<file path="config.mk">
export PLATFORM = sky130hd
export DESIGN_NAME = mtsp_dst_writeback_4d_flat
export DESIGN_NICKNAME = d
export VERILOG_FILES = /design/src/rtl/mtsp_dst_pkg.sv /design/src/rtl/mtsp_dst_writeback_4d_if.sv /design/src/rtl/mtsp_dst_operate_1d.sv /design/src/rtl/mtsp_dst_writeback_4d.sv /design/src/flat_wrapper.sv
export SDC_FILE = /design/constraint.sdc
export NUM_CORES = 1
export LEC_CHECK = 0
export ABC_AREA = 1
export CAP_MARGIN = 15
export CORE_ASPECT_RATIO = 1.4
export CORE_MARGIN = 10
export CORE_UTILIZATION = 49
export CTS_CLUSTER_DIAMETER = 100
export CTS_CLUSTER_SIZE = 28
export DETAILED_ROUTE_END_ITERATION = 6
export PLACE_DENSITY = 0.84
export SYNTH_ARGS = -nofsm -noshare
export SYNTH_HDL_FRONTEND = slang
export SYNTH_HIERARCHICAL = 1
export SYNTH_SLANG_ARGS = --single-unit
</file>
<file path="constraint.sdc">
create_clock -name clk -period 12.3 [get_ports clk]
set_input_delay 1.23 -clock clk [delete_from_list [all_inputs] [get_ports clk]]
set_output_delay 1.23 -clock clk [all_outputs]
set_load 0.01 [all_outputs]
</file>
<file path="src/rtl/mtsp_dst_pkg.sv">
// Shared types, constants and lane classifier for the 4-lane destination write-back pipeline.
package mtsp_dst_pkg;

  typedef enum logic [1:0] {
    DSTOP_NONE   = 2'b00,
    DSTOP_SAT01  = 2'b01,
    DSTOP_SATN11 = 2'b10,
    DSTOP_RSVD   = 2'b11
  } dstop_t;

  localparam logic [31:0] FP_ONE     = 32'h3F800000;
  localparam logic [31:0] FP_NEG_ONE = 32'hBF800000;
  localparam int unsigned LANES      = 4;

  typedef struct packed {
    logic nan;
    logic sign;
    logic gt_one;
  } lane_flag_t;

  // gt_one compares magnitude bits only, so +/-inf and NaN both report it
  function automatic lane_flag_t classify(input logic [31:0] x);
    lane_flag_t f;
    f.nan    = (x[30:23] == 8'hFF) && (x[22:0] != 23'd0);
    f.sign   = x[31];
    f.gt_one = x[30:0] > FP_ONE[30:0];
    return f;
  endfunction

endpackage

</file>
<file path="src/rtl/mtsp_dst_writeback_4d_if.sv">
// Result-in / write-beat-out handshake bundle for mtsp_dst_writeback_4d.
interface mtsp_dst_writeback_4d_if #(
  parameter int unsigned ADDR_W = 8
);
  logic              in_vld;
  logic              in_rdy;
  logic [1:0]        in_op;
  logic [3:0]        in_mask;
  logic [ADDR_W-1:0] in_addr;
  logic [127:0]      in_dat;

  logic              out_vld;
  logic              out_rdy;
  logic [3:0]        out_we;
  logic [ADDR_W-1:0] out_addr;
  logic [127:0]      out_dat;

  modport slave (
    input  in_vld, in_op, in_mask, in_addr, in_dat,
    output in_rdy,
    output out_vld, out_we, out_addr, out_dat,
    input  out_rdy
  );

  modport master (
    output in_vld, in_op, in_mask, in_addr, in_dat,
    input  in_rdy,
    input  out_vld, out_we, out_addr, out_dat,
    output out_rdy
  );
endinterface

</file>
<file path="src/rtl/mtsp_dst_operate_1d.sv">
// One float lane: classifies the raw input and selects the clamped result from registered flags.
// Built only with MTSP_DSTOP_SATURATE_EN; otherwise a bit-exact pass-through.
module mtsp_dst_operate_1d
  import mtsp_dst_pkg::*;
(
`ifdef MTSP_DSTOP_SATURATE_EN
  input  logic [31:0] raw_dat,
  output lane_flag_t  raw_flags,
  input  dstop_t      op,
  input  lane_flag_t  flags,
  output logic        clamped,
`endif
  input  logic [31:0] dat,
  output logic [31:0] res_dat
);

`ifdef MTSP_DSTOP_SATURATE_EN
  assign raw_flags = classify(raw_dat);

  always_comb begin
    res_dat = dat;
    case (op)
      DSTOP_SAT01: begin
        if (flags.nan || flags.sign) begin
          res_dat = 32'h0000_0000;
        end else if (flags.gt_one) begin
          res_dat = FP_ONE;
        end
      end
      DSTOP_SATN11: begin
        // -0 and in-range negatives keep their sign bit untouched
        if (flags.nan) begin
          res_dat = 32'h0000_0000;
        end else if (flags.gt_one) begin
          res_dat = flags.sign ? FP_NEG_ONE : FP_ONE;
        end
      end
      default: res_dat = dat;
    endcase
  end

  assign clamped = (res_dat != dat);
`else
  assign res_dat = dat;
`endif

endmodule

</file>
<file path="src/rtl/mtsp_dst_writeback_4d.sv">
// 2-stage valid/ready destination modifier + write mask, 1-cycle latency past accept, full-rate with stall.
// Saturation and CLAMP_CNT exist only when MTSP_DSTOP_SATURATE_EN is defined.
module mtsp_dst_writeback_4d
  import mtsp_dst_pkg::*;
#(
  parameter int unsigned ADDR_W = 8
) (
  input  logic                    clk,
  input  logic                    rst,
  mtsp_dst_writeback_4d_if.slave  bus,
  input  logic                    cnt_clr,
  output logic                    busy,
  output logic [15:0]             clamp_cnt
);

  logic              b_adv, a_adv, accept, b_load;
  logic              a_vld_q, a_vld_d;
  logic [3:0]        a_mask_q, a_mask_d;
  logic [ADDR_W-1:0] a_addr_q, a_addr_d;
  logic [127:0]      a_dat_q, a_dat_d;
  logic              out_vld_q, out_vld_d;
  logic [3:0]        out_we_q, out_we_d;
  logic [ADDR_W-1:0] out_addr_q, out_addr_d;
  logic [127:0]      out_dat_q, out_dat_d;
  logic [127:0]      res_dat;

`ifdef MTSP_DSTOP_SATURATE_EN
  dstop_t                 a_op_q, a_op_d;
  lane_flag_t [LANES-1:0] a_flags_q, a_flags_d, raw_flags;
  logic [LANES-1:0]       lane_clamped;
  logic [15:0]            cnt_q, cnt_d;
`endif

  assign b_adv  = !out_vld_q || bus.out_rdy;
  assign a_adv  = !a_vld_q || b_adv;
  assign accept = bus.in_vld && a_adv;
  // a zero-mask beat occupies stage A for one slot and is then dropped
  assign b_load = a_vld_q && b_adv && (a_mask_q != 4'b0000);

  for (genvar i = 0; i < LANES; i++) begin : g_lane
    mtsp_dst_operate_1d u_operate (
`ifdef MTSP_DSTOP_SATURATE_EN
      .raw_dat   (bus.in_dat[32*i +: 32]),
      .raw_flags (raw_flags[i]),
      .op        (a_op_q),
      .flags     (a_flags_q[i]),
      .clamped   (lane_clamped[i]),
`endif
      .dat       (a_dat_q[32*i +: 32]),
      .res_dat   (res_dat[32*i +: 32])
    );
  end

  always_comb begin
    a_vld_d    = a_vld_q;
    a_mask_d   = a_mask_q;
    a_addr_d   = a_addr_q;
    a_dat_d    = a_dat_q;
    out_vld_d  = out_vld_q;
    out_we_d   = out_we_q;
    out_addr_d = out_addr_q;
    out_dat_d  = out_dat_q;

    if (a_adv) begin
      a_vld_d = bus.in_vld;
    end
    if (accept) begin
      a_mask_d = bus.in_mask;
      a_addr_d = bus.in_addr;
      a_dat_d  = bus.in_dat;
    end

    if (b_adv) begin
      out_vld_d = b_load;
    end
    if (b_load) begin
      out_we_d   = a_mask_q;
      out_addr_d = a_addr_q;
      out_dat_d  = res_dat;
    end
  end

  always_ff @(posedge clk or posedge rst) begin
    if (rst) begin
      a_vld_q    <= 1'b0;
      a_mask_q   <= '0;
      a_addr_q   <= '0;
      a_dat_q    <= '0;
      out_vld_q  <= 1'b0;
      out_we_q   <= '0;
      out_addr_q <= '0;
      out_dat_q  <= '0;
    end else begin
      a_vld_q    <= a_vld_d;
      a_mask_q   <= a_mask_d;
      a_addr_q   <= a_addr_d;
      a_dat_q    <= a_dat_d;
      out_vld_q  <= out_vld_d;
      out_we_q   <= out_we_d;
      out_addr_q <= out_addr_d;
      out_dat_q  <= out_dat_d;
    end
  end

`ifdef MTSP_DSTOP_SATURATE_EN
  always_comb begin
    a_op_d    = a_op_q;
    a_flags_d = a_flags_q;
    if (accept) begin
      a_op_d    = dstop_t'(bus.in_op);
      a_flags_d = raw_flags;
    end

    // clear has priority over a coinciding increment
    cnt_d = cnt_q;
    if (cnt_clr) begin
      cnt_d = '0;
    end else if (b_load && ((lane_clamped & a_mask_q) != 4'b0000) && (cnt_q != 16'hFFFF)) begin
      cnt_d = cnt_q + 16'd1;
    end
  end

  always_ff @(posedge clk or posedge rst) begin
    if (rst) begin
      a_op_q    <= DSTOP_NONE;
      a_flags_q <= '0;
      cnt_q     <= '0;
    end else begin
      a_op_q    <= a_op_d;
      a_flags_q <= a_flags_d;
      cnt_q     <= cnt_d;
    end
  end

  assign clamp_cnt = cnt_q;
`else
  logic unused_cfg;
  assign unused_cfg = ^{bus.in_op, cnt_clr};
  assign clamp_cnt  = 16'd0;
`endif

  assign bus.in_rdy   = a_adv;
  assign bus.out_vld  = out_vld_q;
  assign bus.out_we   = out_we_q;
  assign bus.out_addr = out_addr_q;
  assign bus.out_dat  = out_dat_q;
  assign busy         = a_vld_q || out_vld_q;

endmodule

</file>
<file path="src/flat_wrapper.sv">
// flat-port wrapper written by rule: the top's interface ports become plain ports
module mtsp_dst_writeback_4d_flat import mtsp_dst_pkg::*;
#(
  parameter int unsigned ADDR_W = 8
)
  (clk, rst, cnt_clr, busy, clamp_cnt, bus_in_vld, bus_in_op, bus_in_mask, bus_in_addr, bus_in_dat, bus_in_rdy, bus_out_vld, bus_out_we, bus_out_addr, bus_out_dat, bus_out_rdy);
  mtsp_dst_writeback_4d_if #(.ADDR_W(ADDR_W)) bus_i ();
  input  logic clk;
  input  logic rst;
  input  logic cnt_clr;
  output logic busy;
  output logic [15:0] clamp_cnt;
  input wire logic [$bits(bus_i.in_vld)-1:0] bus_in_vld;
  input wire logic [$bits(bus_i.in_op)-1:0] bus_in_op;
  input wire logic [$bits(bus_i.in_mask)-1:0] bus_in_mask;
  input wire logic [$bits(bus_i.in_addr)-1:0] bus_in_addr;
  input wire logic [$bits(bus_i.in_dat)-1:0] bus_in_dat;
  output wire logic [$bits(bus_i.in_rdy)-1:0] bus_in_rdy;
  output wire logic [$bits(bus_i.out_vld)-1:0] bus_out_vld;
  output wire logic [$bits(bus_i.out_we)-1:0] bus_out_we;
  output wire logic [$bits(bus_i.out_addr)-1:0] bus_out_addr;
  output wire logic [$bits(bus_i.out_dat)-1:0] bus_out_dat;
  input wire logic [$bits(bus_i.out_rdy)-1:0] bus_out_rdy;
  assign bus_i.in_vld = bus_in_vld;
  assign bus_i.in_op = bus_in_op;
  assign bus_i.in_mask = bus_in_mask;
  assign bus_i.in_addr = bus_in_addr;
  assign bus_i.in_dat = bus_in_dat;
  assign bus_in_rdy = bus_i.in_rdy;
  assign bus_out_vld = bus_i.out_vld;
  assign bus_out_we = bus_i.out_we;
  assign bus_out_addr = bus_i.out_addr;
  assign bus_out_dat = bus_i.out_dat;
  assign bus_i.out_rdy = bus_out_rdy;
  mtsp_dst_writeback_4d #(.ADDR_W(ADDR_W)) u_core (.clk(clk), .rst(rst), .bus(bus_i), .cnt_clr(cnt_clr), .busy(busy), .clamp_cnt(clamp_cnt));
endmodule
</file>
# After elaboration in Yosys (flattened, before gate mapping)
# Index checks and enable logic that the tools add are counted.
dict set report word_totals {
  reg_bits 282
  word_cells 17
}
dict set report classes {
  reduce_logical 9
}
# op count
set ops {}
lappend ops {{nonzero test 4 bit} 1}
lappend ops {{logical AND 1 bit} 3}
lappend ops {{logical OR 1 bit} 3}
lappend ops {{logical NOT 1 bit} 2}

# Logic depth before layout (Yosys ltp)
dict set report logic_depth {
  word_depth 4
  mapped_depth 7
  mapped_depth_nobuf 5
}

# Modules after synthesis
# Netlist, hierarchy kept.
# module n_inst cells_per_inst area_per_inst_um2
set by_module_without_submodules {}
lappend by_module_without_submodules {mtsp_dst_writeback_4d 1 1244 11153.2}
lappend by_module_without_submodules {mtsp_dst_operate_1d 4 32 240.2}

# Worst setup path after synthesis
# OpenSTA, ideal clock, no wires.
dict set report synth_path {
  path_type {input to output}
  start {in bus_out_rdy}
  end {out bus_in_rdy}
  arrival_time_ps 1696
  required_ps 11070
  slack_ps 9374
  path_stages 3
  n_path_buf 1
  cell_sequence {inv_1 -> nand3_2 -> clkbuf_1}
}
dict set report synth_between {
  elab_chain_len 2
}
# element line_no
set synth_rtl {}
lappend synth_rtl {{start: declaration} flat_wrapper.sv:23} ;# input wire logic [$bits(bus_i.out_rdy)-1:0] bus_out_rdy;
lappend synth_rtl {{logical OR 1 bit} mtsp_dst_writeback_4d.sv:34} ;# assign b_adv = !out_vld_q || bus.out_rdy;
lappend synth_rtl {{logical OR 1 bit} mtsp_dst_writeback_4d.sv:35} ;# assign a_adv = !a_vld_q || b_adv;
lappend synth_rtl {{end: declaration} flat_wrapper.sv:18} ;# output wire logic [$bits(bus_i.in_rdy)-1:0] bus_in_rdy;
# Every way passes these cells.

# Worst setup path in the final report
# Same ends and word-level chain as after synthesis.

==> results.cfg <==
[worst_setup_path]
cp-end-kind = output pin
crit_family = buffers and inverters
path_cells = clkdlybuf4s50_1 -> inv_1 -> nand3_4 -> buf_4 -> clkdlybuf4s50_1
worstSetupPathType = primary input to output pin
critPathBufInv = 4
cp_slowest_cell = buf_4
cp_max_fo = 79
critical-path-max-stage-delay_ns = 0.78
worst-path-stages = 5
arrival_ns = 3.88
cp.required_ns = 11.07
cp-start-kind = primary input
r2r_cells = 6
cpMostUsedCell = clkdlybuf4s50_1

[yosys]
ys_types = 14
async_flop_share_pct = 100
synth_edf_count = 0
syn_inst = 1372
yosys-top-cells-count = nand2_1 (569), dfrtp_1 (282), nand3_1 (276), buf_4 (145), buf_2 (51)
synthTopCellsByArea = dfrtp_1 (58%), nand2_1 (18%), nand3_1 (11%)
synth_area_leader_cell = dfrtp_1
synth-seq-area-share_pct = 58.3
yosysMostFrequentCell = nand2_1
synth_area_per_cell_sq_um = 8.83
synth_top_area_share_pct = 58.3
ys_seq_elements = 282
syn-cell-area_sq_um = 12100
yosys_warnings = 6
synth_flop_cell = dfrtp_1

[clocking]
cts_resized = 0
htreeDepth = 1
cts_buffer_depth = 3
post_cts_buffers = 0
cts_made_buffers = 14
cts_tree = built
clock-sinks = 282
worstSkewPairLatency_ns = 0.50
cts-root-buf = clkbuf_16
holdBufCountCts = 0
clk_pin_slew_worst_paths_ns = 0.10

[route]
first_pass_iters = 6
drt-total-wl_mm = 32.1
drt-vias-per-instance = 5.23
wl_per_cell_um = 18.0
drtIter0Drc = 742
drc_errors = 0
num_vias = 9315
ant_nets = 0

[power]
peakVddDrop_mv = 0.136
powerDensity_nw_per_um2 = 199
totalPowerFinal_w = 0.00288
power_leakage_nw = 7.31

[grt]
grt_pass1_wl_mm = 50.8
gr-total-overflow = 0
grt_util_all_layers_pct = 19.4
grt_pass1_vias = 9254
grt_max_degree = 131
antenna_found_initial = 2

[floorplan]
die_w_um = 153
start_util_pct = 49.4
core-area_sq_um = 24500
dieArea_sq_um = 31500
core.rowCount = 68
die_height_um = 206
io_pins = 306

[flow_run]
drv_cap = 0

[final_layout]
drive_gt1_share_pct = 2.26
area_delta_synth_final_pct = 19.4
fin_nets = 1610

[timing]
slew_viol_final = 0
grt_setup_unrepaired = no
tightest_slew_ns = 1.01
finalHoldViolations = 0
fin_skew_ns = 0.0379
fin_crit_ns = 5.11
max_freq_mhz = 196
period_share_pct = 41.5
fin_tns_setup_ns = 0
setup_viol = 0
max-slew-margin-rel_pct = 32.4

[placement]
dp_hpwl_mm = 21.0
gp_congestion = 0.798
port-buffer-count = 286

[status]
status = finished clean

[min_path]
hold_path_depth = 2
timing.hold.worst.class = flop to flop
-- layout make-up --
cell class	instances	area, sq um
repair buffers	295	2930
inverters	4	22.5
flip-flops and latches	282	7060
fillers	2172	10000
well taps	315	394
multi-input cells	866	3650
clock inverters	1	30.0
clock buffers	15	375
diodes	3	7.51
-- final timing paths --
path	end	slack, ns	startpoint
setup / recovery	bus_in_rdy	7.19	bus_out_rdy
hold / removal	u_core/bus.out_dat[27]$_DFFE_PP0P_	0.48	u_core/bus.out_dat[27]$_DFFE_PP0P_
setup reg to reg	u_core/a_dat_q[72]$_DFFE_PP0P_	8.60	u_core/bus.out_vld$_DFFE_PP0P_
hold reg to reg	u_core/bus.out_dat[27]$_DFFE_PP0P_	0.48	u_core/bus.out_dat[27]$_DFFE_PP0P_
max in group asynchronous	u_core/a_dat_q[115]$_DFFE_PP0P_	8.58	rst
min in group asynchronous	u_core/bus.out_dat[44]$_DFFE_PP0P_	1.27	rst
-- per-layer routing --
metal,vias up,track usage [%],share of wire [%]
li1,4342,-,-
met4,2,8.94,4.4
met5,-,0,0.025
met3,76,4.71,7.6
met2,392,32.5,49
met1,4503,23.4,39
-- cells by family (layout without fill, tap and decap cells) --
| group | count (synthesis) | count (layout) | share of synthesized area [%] |
|---|---|---|---|
| buf+inv | 239 | 315 | 12.4 |
| other cells | 1 | 19 | 0.0310 |
| compound gates | 2 | 2 | 0.114 |
| simple gates | 848 | 848 | 29.2 |
| flops | 282 | 282 | 58.3 |
-- registers in the layout (all words and copies together), names as in the netlist --
signal / count
u_core/bus.out_dat: 128
u_core/bus.out_vld: 1
u_core/a_dat_q: 128
u_core/bus.out_we: 4
u_core/a_mask_q: 4
u_core/bus.out_addr: 8
u_core/a_vld_q: 1
u_core/a_addr_q: 8
-- power breakdown --
part	internal [W]	switching, W	leakage (nW)
combinational	0.000491	0.000527	3.62
clock	0.000225	0.000298	0.196
sequential	0.00119	0.000151	3.50
-- worst min-delay path: stages (launching register included) --
cell     delay [ns]
dfrtp_1        0.36
nand2_1        0.05
nand2_1        0.04
-- placed cells by master (no fill, tap or decap) --
master           Yosys  layout
clkbuf_16            0      15
buf_4              145      10
inv_1                3       2
clkdlybuf4s50_1      0     285
dfrtp_1            282     282
nand2_1            569     566
inv_8                0       1
diode_2              0       3
conb_1               1      16
o21ai_0              1       1
nand3_1            276     276
nand3_4              0       1
a21oi_4              0       1
inv_2                1       1
nor2_1               2       2
clkinv_16            0       1
nand2_4              0       3
-- metrics by stage --
step	cell area [sq um]	setup WS (ns)	util (%)	hold WS, ns	cells
4_1_cts	14500	7.19	59.0	0.482	1778
6_report	14500	7.19	59.0	0.479	1781
2_1_floorplan	12200	3.29	-	0.443	1387
3_3_place_gp	14000	7.20	57.3	0.453	1762
3_5_place_dp	14000	7.20	57.3	0.457	1762
5_1_grt	14500	7.00	59.0	0.493	1779
Note: power is estimated with default switching activity, not from simulation.
